[config.mk]
export PLATFORM = sky130hd
export DESIGN_NAME = polymul_negacyclic_flat
export DESIGN_NICKNAME = d
export VERILOG_FILES = /design/src/rtl/polymul_negacyclic_pkg.sv /design/src/rtl/polymul_negacyclic_if.sv /design/src/rtl/polymul_negacyclic_mod_addsub.sv /design/src/rtl/polymul_negacyclic.sv /design/src/flat_wrapper.sv
export SDC_FILE = /design/constraint.sdc
export NUM_CORES = 1
export LEC_CHECK = 0
export BUFFER_PORTS_ARGS = -buffer_cell sky130_fd_sc_hd__buf_2
export CAP_MARGIN = 10
export CORE_MARGIN = 2
export CORE_UTILIZATION = 50
export DETAILED_ROUTE_END_ITERATION = 8
export MAX_ROUTING_LAYER = met4
export PLACE_DENSITY_LB_ADDON = 0.1
export SETUP_SLACK_MARGIN = 0.2
export SYNTH_ARGS = -nofsm -noshare
export SYNTH_HDL_FRONTEND = slang
export SYNTH_SLANG_ARGS = --single-unit
export TNS_END_PERCENT = 100
[constraint.sdc]
create_clock -name clk -period 5.1 [get_ports clk]
set_clock_uncertainty 0.2 [all_clocks]
set_input_delay 0.51 -clock clk [delete_from_list [all_inputs] [get_ports clk]]
set_output_delay 0.51 -clock clk [all_outputs]
set_load 0.1 [all_outputs]
[src/rtl/polymul_negacyclic_pkg.sv]
// Shared types and helpers for the negacyclic polynomial multiplier.
// Covers FSM states, the ternary u encoding and the counter sizing.
package polymul_pkg;

  typedef enum logic [1:0] {
    LOAD,
    COMPUTE,
    OUTPUT
  } state_e;

  localparam logic [1:0] U_ZERO = 2'b00;
  localparam logic [1:0] U_POS  = 2'b01;
  localparam logic [1:0] U_NEG  = 2'b11;
  localparam logic [1:0] U_RSVD = 2'b10;

  typedef struct packed {
    logic nz;
    logic neg;
  } udec_t;

  // The reserved ternary code 2'b10 decodes as zero.
  function automatic udec_t u_decode(input logic [1:0] i_u, input bit i_signed);
    udec_t d;
    d.nz  = 1'b0;
    d.neg = 1'b0;
    if (!i_signed) begin
      d.nz = i_u[0];
    end else begin
      case (i_u)
        U_POS: d.nz = 1'b1;
        U_NEG: begin
          d.nz  = 1'b1;
          d.neg = 1'b1;
        end
        default: d.nz = 1'b0;
      endcase
    end
    return d;
  endfunction

  function automatic int cnt_width(input int n);
    return (n < 2) ? 1 : $clog2(n);
  endfunction

endpackage

[src/rtl/polymul_negacyclic_if.sv]
// AXI-stream style channel: valid/ready handshake with last and data.
interface axis_if #(
  parameter int W = 8
);
  logic         vld;
  logic         rdy;
  logic         last;
  logic [W-1:0] data;

  modport master (output vld, output last, output data, input rdy);
  modport slave  (input vld, input last, input data, output rdy);
endinterface

[src/rtl/polymul_negacyclic_mod_addsub.sv]
// Combinational a+b or a-b reduced mod Q; both operands must already be below Q.
module mod_addsub #(
  parameter int QW = 5,
  parameter int Q  = 29
) (
  input  logic [QW-1:0] i_a,
  input  logic [QW-1:0] i_b,
  input  logic          i_sub,
  output logic [QW-1:0] o_y
);

  localparam logic [QW:0] QV = (QW+1)'(Q);

  logic [QW:0] w_sum;
  logic [QW:0] w_diff;
  logic [QW:0] w_res;

  always_comb begin
    w_sum  = {1'b0, i_a} + {1'b0, i_b};
    w_diff = {1'b0, i_a} - {1'b0, i_b};
    w_res  = '0;
    if (i_sub) begin
      w_res = w_diff[QW] ? (w_diff + QV) : w_diff;
    end else begin
      w_res = (w_sum >= QV) ? (w_sum - QV) : w_sum;
    end
  end

  assign o_y = w_res[QW-1:0];

endmodule

[src/rtl/polymul_negacyclic.sv]
// Streaming z = p*u mod (x^N+1, Q): load N paired beats, accumulate one p
// coefficient per cycle into all N lanes, then stream the N results out.
module polymul_negacyclic
  import polymul_pkg::*;
#(
  parameter int N        = 4,
  parameter int QW       = 5,
  parameter int Q        = 29,
  parameter int UW       = 2,
  parameter int U_SIGNED = 1
) (
  input  logic  clk,
  input  logic  s_rst_n,
  axis_if.slave  p,
  axis_if.slave  u,
  axis_if.master z,
  output logic  err,
  output logic  busy
);

  localparam int            CW      = cnt_width(N);
  localparam logic [CW-1:0] LASTIDX = CW'(N - 1);
  localparam logic [QW:0]   QV      = (QW+1)'(Q);

  state_e        r_state, w_next;
  logic [CW-1:0] r_cnt;
  logic [CW-1:0] r_oidx;
  logic [QW-1:0] r_pbuf [N];
  logic [UW-1:0] r_ubuf [N];
  logic [QW-1:0] r_acc  [N];
  logic [QW-1:0] w_accNext [N];
  logic          r_err;
  logic          w_inRdy;
  logic          w_zvld;
  logic          w_zlast;
  logic [QW-1:0] w_zdata;
  logic          w_frameErr;

  always_comb begin
    w_next  = r_state;
    w_inRdy = 1'b0;
    w_zvld  = 1'b0;
    w_zlast = 1'b0;
    w_zdata = '0;
    case (r_state)
      LOAD: begin
        w_inRdy = p.vld && u.vld;
        if (w_inRdy && (r_cnt == LASTIDX)) w_next = COMPUTE;
      end
      COMPUTE: begin
        if (r_cnt == LASTIDX) w_next = OUTPUT;
      end
      OUTPUT: begin
        w_zvld  = 1'b1;
        w_zdata = r_acc[r_oidx];
        w_zlast = (r_oidx == LASTIDX);
        if (z.rdy && w_zlast) w_next = LOAD;
      end
      default: w_next = LOAD;
    endcase
  end

  assign p.rdy  = w_inRdy;
  assign u.rdy  = w_inRdy;
  assign z.vld  = w_zvld;
  assign z.last = w_zlast;
  assign z.data = w_zdata;
  assign err    = r_err;
  assign busy   = (r_state != LOAD);

  // The beat counter decides framing; last flags and range are only checked.
  assign w_frameErr = (p.last != (r_cnt == LASTIDX)) ||
                      (u.last != (r_cnt == LASTIDX)) ||
                      ({1'b0, p.data} >= QV);

  // Lane k takes p[i]*u[k-i]; wrapped terms (k < i) are negated by x^N = -1.
  for (genvar k = 0; k < N; k++) begin : g_lane
    logic [CW-1:0] w_j;
    udec_t         w_dec;
    logic [QW-1:0] w_t;
    logic          w_sub;

    assign w_j   = CW'(k) - r_cnt;
    assign w_dec = u_decode(2'(r_ubuf[w_j]), U_SIGNED != 0);
    assign w_t   = w_dec.nz ? r_pbuf[r_cnt] : '0;
    assign w_sub = (CW'(k) < r_cnt) ^ w_dec.neg;

    mod_addsub #(.QW(QW), .Q(Q)) u_addsub (
      .i_a   (r_acc[k]),
      .i_b   (w_t),
      .i_sub (w_sub),
      .o_y   (w_accNext[k])
    );
  end

  always_ff @(posedge clk or negedge s_rst_n) begin
    if (!s_rst_n) begin
      r_state <= LOAD;
      r_cnt   <= '0;
      r_oidx  <= '0;
      r_err   <= 1'b0;
      for (int k = 0; k < N; k++) begin
        r_acc[k]  <= '0;
        r_pbuf[k] <= '0;
        r_ubuf[k] <= '0;
      end
    end else begin
      r_state <= w_next;
      case (r_state)
        LOAD: begin
          if (w_inRdy) begin
            r_pbuf[r_cnt] <= p.data;
            r_ubuf[r_cnt] <= u.data;
            if (w_frameErr) r_err <= 1'b1;
            if (r_cnt == LASTIDX) begin
              r_cnt <= '0;
              for (int k = 0; k < N; k++) r_acc[k] <= '0;
            end else begin
              r_cnt <= r_cnt + 1'b1;
            end
          end
        end
        COMPUTE: begin
          for (int k = 0; k < N; k++) r_acc[k] <= w_accNext[k];
          if (r_cnt == LASTIDX) begin
            r_cnt  <= '0;
            r_oidx <= '0;
          end else begin
            r_cnt <= r_cnt + 1'b1;
          end
        end
        OUTPUT: begin
          if (z.rdy) r_oidx <= (r_oidx == LASTIDX) ? '0 : r_oidx + 1'b1;
        end
        default: r_cnt <= '0;
      endcase
    end
  end

endmodule

[src/flat_wrapper.sv]
// flat-port wrapper written by rule: the top's interface ports become plain ports
module polymul_negacyclic_flat import polymul_pkg::*;
#(
  parameter int N        = 4,
  parameter int QW       = 5,
  parameter int Q        = 29,
  parameter int UW       = 2,
  parameter int U_SIGNED = 1
)
  (clk, s_rst_n, err, busy, p_vld, p_last, p_data, p_rdy, u_vld, u_last, u_data, u_rdy, z_vld, z_last, z_data, z_rdy);
  axis_if #(.W(5)) p_i ();
  axis_if #(.W(2)) u_i ();
  axis_if #(.W(5)) z_i ();
  input  logic clk;
  input  logic s_rst_n;
  output logic err;
  output logic busy;
  input wire logic [$bits(p_i.vld)-1:0] p_vld;
  input wire logic [$bits(p_i.last)-1:0] p_last;
  input wire logic [$bits(p_i.data)-1:0] p_data;
  output wire logic [$bits(p_i.rdy)-1:0] p_rdy;
  input wire logic [$bits(u_i.vld)-1:0] u_vld;
  input wire logic [$bits(u_i.last)-1:0] u_last;
  input wire logic [$bits(u_i.data)-1:0] u_data;
  output wire logic [$bits(u_i.rdy)-1:0] u_rdy;
  output wire logic [$bits(z_i.vld)-1:0] z_vld;
  output wire logic [$bits(z_i.last)-1:0] z_last;
  output wire logic [$bits(z_i.data)-1:0] z_data;
  input wire logic [$bits(z_i.rdy)-1:0] z_rdy;
  assign p_i.vld = p_vld;
  assign p_i.last = p_last;
  assign p_i.data = p_data;
  assign p_rdy = p_i.rdy;
  assign u_i.vld = u_vld;
  assign u_i.last = u_last;
  assign u_i.data = u_data;
  assign u_rdy = u_i.rdy;
  assign z_vld = z_i.vld;
  assign z_last = z_i.last;
  assign z_data = z_i.data;
  assign z_i.rdy = z_rdy;
  polymul_negacyclic #(.N(N), .QW(QW), .Q(Q), .UW(UW), .U_SIGNED(U_SIGNED)) u_core (.clk(clk), .s_rst_n(s_rst_n), .p(p_i), .u(u_i), .z(z_i), .err(err), .busy(busy));
endmodule
# After elaboration in Yosys (flattened, before gate mapping)
# Cells that the tools add are included.
# W data, S select, Z words.
# totals
ff_bits	55
in_bits	14
out_inout_bits	11
wordCells	171
# classes
n_addsub	22
order_cmp	16
n_eq_ne	20
muxes	66
bitwise	11
n_reduce_logical	20
# op_table
cell	count
$mux W5	22
$mux W20	2
$pmux W20 S2	1
$mux W2	17
$add A5 B5 Y6	4
$ge A6 B5 Y1 const B	4
$sub A5 B5 Y6	4
$add A5 B5 Y5 const B	4
$bmux W5 S2	2
$bwmux W20	1
$sub A5 B5 Y5 const B	4
$ge A3 B3 Y1 const B	6
$not A2 Y3	6
$bmux W2 S2	4
$eq A2 B2 Y1 const B	7
$pmux W2 S3	2
$reduce_and A3 Y1	4
$mux W1	11
$demux W5 S2	1
$eq A2 B1 Y1 const B	5
$bwmux W8	1
$ne A2 B1 Y1 const B	4
$reduce_or A2 Y1	4
$reduce_bool A2 Y1	3
17 further kinds	32

# Logic depth before layout (Yosys ltp)
# logic_depth
word_depth	14
depth_mapped	16
depth_no_buf	14

# Modules after synthesis
# From an unflattened synthesis, not the netlist that was laid out.
# unflattened
cells_unflattened	607
area_unflattened_um2	5926.9
# by_module_without_submodules
module	n_inst	cells_per_inst	area_per_inst_um2	seq_area_each_um2
mod_addsub	4	98	767.0	0.0
polymul_negacyclic	1	215	2859.0	1376.3

# Least setup slack after synthesis
# No wires, ideal clock.
# synth_path
path_kind	reg2reg
start	register u_core.r_cnt[1]
end	register u_core.r_acc[19] in the netlist's numbering
setup_ns	0.090
t_arrival_ns	3.778
required_time_ns	4.810
slack_ns	1.032
path_stages_with_launch	16
path_buffers	2
synth_period_minus_slack_ns	4.068
path_cell_list	dfrtp_1 clkbuf_1 inv_1 ha_1 buf_6 mux4_2 and2_1 ha_1 inv_1 fa_1 ha_1 or3_1 o21ai_0 a211o_1 o211ai_1 o221ai_1
# synth_via
elab_chain_cells	14
elab_cells_between_ends	29
classes_between	add/sub (5); order compare (2); eq/ne (4); mux (13); bitwise (3); reduce/logical (2)
# synth_rtl
element	line	text
start, declared	polymul_negacyclic.sv:26	logic [CW-1:0] r_cnt;
start signal, assigned	polymul_negacyclic.sv:119	r_cnt <= r_cnt + 1'b1;
start signal, assigned	polymul_negacyclic.sv:129	r_cnt <= r_cnt + 1'b1;
$sub A1 B2 Y2	polymul_negacyclic.sv:83	assign w_j = CW'(k) - r_cnt;
$not A2 Y3 (not written as such)	polymul_negacyclic.sv:84	assign w_dec = u_decode(2'(r_ubuf[w_j]), U_SIGNED != 0);
$bmux W2 S2	polymul_negacyclic.sv:84	
$mux W2 (not written as such) (2 in a row)	polymul_negacyclic.sv:84	
$eq A2 B1 Y1 or $eq A2 B2 Y1 (tied branches)	polymul_negacyclic_pkg.sv:29	case (i_u)
$reduce_or A2 Y1 (no line)	-	
$mux W1	polymul_negacyclic_pkg.sv:29	
$mux W5	polymul_negacyclic.sv:85	assign w_t = w_dec.nz ? r_pbuf[r_cnt] : '0;
$add A5 B5 Y6 or $sub A5 B5 Y6 (tied branches)	polymul_negacyclic_mod_addsub.sv:19, polymul_negacyclic_mod_addsub.sv:20	
$sub A5 B5 Y5, or another cell as far along	polymul_negacyclic_mod_addsub.sv:25	w_res = (w_sum >= QV) ? (w_sum - QV) : w_sum;
$mux W5 (on tied branches)	polymul_negacyclic_mod_addsub.sv:25, polymul_negacyclic_mod_addsub.sv:23	
$mux W5	polymul_negacyclic_mod_addsub.sv:22	if (i_sub) begin
$pmux W20 S2	polymul_negacyclic.sv:109	case (r_state)
end signal, assigned by index	polymul_negacyclic.sv:103	r_acc[k] <= '0;
end, declared	polymul_negacyclic.sv:30	logic [QW-1:0] r_acc [N];
# Parallel ways exist; a longest one is shown, timed or not. The select of a mux whose other input is x is not followed.
# A chain may end at the register's enable or synchronous reset.

# Final worst setup path
# Ends and elaborated chain as after synthesis.

==> out/qor.yml <==
finalSetupTns_ps: 0
die_w_um: 109
finalNonFillerCells: 754
outcome: "finished, final reports clean"
wire_per_inst_um: 17.5
synth_area_mm2: 0.00551
yosysTopAreaCell: "dfrtp_1"
post_cts_buffers: 0
grt_pass1_wl_mm: 21.7
synthArstFlopShare: 1.00
synth_flop_cell: "dfrtp_1"
clk_latency_ps: 330
end_kind: "flop"
die-area_mm2: 0.0119
slew_headroom: 0.517
synth_top_area_share: 0.250
synth_seq_area_share: 0.250
max_freq_mhz: 227
fin_crit_sh: 0.864
crit_path_end: "u_core.r_acc[19]$_DFFE_PN0P_"
startpoint: "u_core.r_cnt[1]$_DFFE_PN0P_"
syn-num-nets: 680
grt_busiest_layer: "met2"
routed_wl_mm: 13.2
start_kind: "flop"
overflow: 0
die_h_um: 109
cts_max_level: 2
drive_gt1_frac: 0.150
start_util: 0.510
synthTopCellsByCount: "ha_1 (58), nand2_1 (56), dfrtp_1 (55), inv_1 (50), nor2_1 (37)"
setup-violations-final: 0
ys_ff_latch: 55
io_buffers: 24
holdWs_ps: 94.0
cp.required_ps: 5140
ant_nets: 0
avgSynthCellArea_um2: 9.18
tritoncts: "yes"
first_global_vias: 4281
grtUsageMet2: 0.406
cts_buffer_depth: 2
viasPerCell: 5.94
rsz0062_at_grt: "false"
nets: 693
gr-usage-met1: 0.317
drt-pass1-iter-count: 5
ys.warnings.count: 0
antenna_found_initial: 0
ctsHoldBuffers: 0
remaining_drc_errors: 0
path_max_fanout: 13
crit_type: "reg2reg"
cts-root-buf: "clkbuf_8"
timing.rr.end: "u_core.r_acc[19]$_DFFE_PN0P_"
synth_most_common_cell: "ha_1"
grt_usage: 0.243
met3_usage: 0.0287
vias: 4479
hpwlAfterDp_mm: 10.3
grt_max_degree: 56
antennaDiodeCount: 0
cts_resized: 0
gp_congestion: 0.882
postSynthCellCount: 600
drtIter0Drc: 350
rows: 38
cts_sinks: 55
io_pins: 25
coreArea_mm2: 0.0108
finalCriticalPeriod_ps: 4410
r2r-start: "u_core.r_cnt[1]$_DFFE_PN0P_"
slew_violations: 0
ys_types: 63
hp-class: "in2async"
maxCapViolations: 0
critical_path_arrival_ps: 4450
worst_pin_slew_ps: 725
cts_made_buffers: 5
dp.cells: 746
syn2layout_area_growth_pct: 5.75
reg2reg_depth: 13
synth_edf_count: 0
r2r_slack_ps: 690
hold_viol: 0
clk_pin_slew_ps: 130
synthTopCellsByArea: "dfrtp_1 (25%), ha_1 (13%), mux2_2 (6.1%)"
[worst min path at each step]
stage | start | to | slack [ps]
finish | s_rst_n | u_core.r_pbuf[1]$_DFFE_PN0P_ | 90
global route | s_rst_n | u_core.r_pbuf[1]$_DFFE_PN0P_ | 150
CTS | s_rst_n | u_core.r_pbuf[1]$_DFFE_PN0P_ | 130
detailed placement | u_core.err$_DFFE_PN0P_ | u_core.err$_DFFE_PN0P_ | 260
global placement | u_core.err$_DFFE_PN0P_ | u_core.err$_DFFE_PN0P_ | 230
floorplan | s_rst_n | u_core.err$_DFFE_PN0P_ | 10
[metal layers]
layer,vias to the layer above,part of all wire
met1,2199,0.45
met2,102,0.50
li1,2162,-
met5,-,0
met4,0,0.012
met3,16,0.038
[per-stage QoR]
| stage | cell area [um^2] | worst slack [ps] | utilization |
|---|---|---|---|
| final | 5820 | 694 | 0.540 |
| after detailed placement | 5720 | 752 | 0.530 |
| after floorplan | 5510 | 1030 | - |
| after global routing | 5820 | 345 | 0.540 |
| after CTS | 5820 | 719 | 0.540 |
| after global placement | 5720 | 898 | 0.530 |
[flip-flops by register name, indices dropped and copies added, names as in the netlist]
register        flops
u_core.r_oidx       2
u_core.r_acc       20
u_core.r_state      2
u_core.err          1
u_core.r_pbuf      20
u_core.r_cnt        2
u_core.r_ubuf       8
[cell families after synthesis]
logic type / synth area share
compound gates: 0.179
xor+xnor: 0.0632
buf+inv: 0.0550
flops: 0.250
simple gates: 0.141
fa+ha+maj: 0.161
mux: 0.151
[cell usage in the layout, fill, tap and decap left out, types with 24 or more instances in the layout]
cell type  instances
ha_1              58
nand2_1           56
dfrtp_1           55
inv_1             50
nor2_1            37
a21oi_1           32
mux2_2            30
o21ai_0           30
xnor2_1           25
buf_2             24
[worst max-delay path, cell delays in order (launching register included)]
cell and delay, ps:
dfrtp_1 690, inv_1 180, ha_1 520, mux4_2 620, and2_1 200, ha_1 200
inv_1 80, fa_1 430, ha_1 220, or3_1 380, o21ai_0 180, a211o_1 140
o211ai_1 80, o221ai_1 210
[layout make-up]
type / count / area, um^2
repair buffers: 28 / 150
inverters: 51 / 191
clock inverters: 3 / 33.8
fillers: 1000 / 4970
multi-input cells: 472 / 3830
clock buffers: 5 / 68.8
well taps: 140 / 175
flip-flops and latches: 55 / 1380
Power is left out: the tool's default activity adds up to more than one toggle a clock period on the data nets, which glitch-free logic cannot reach.
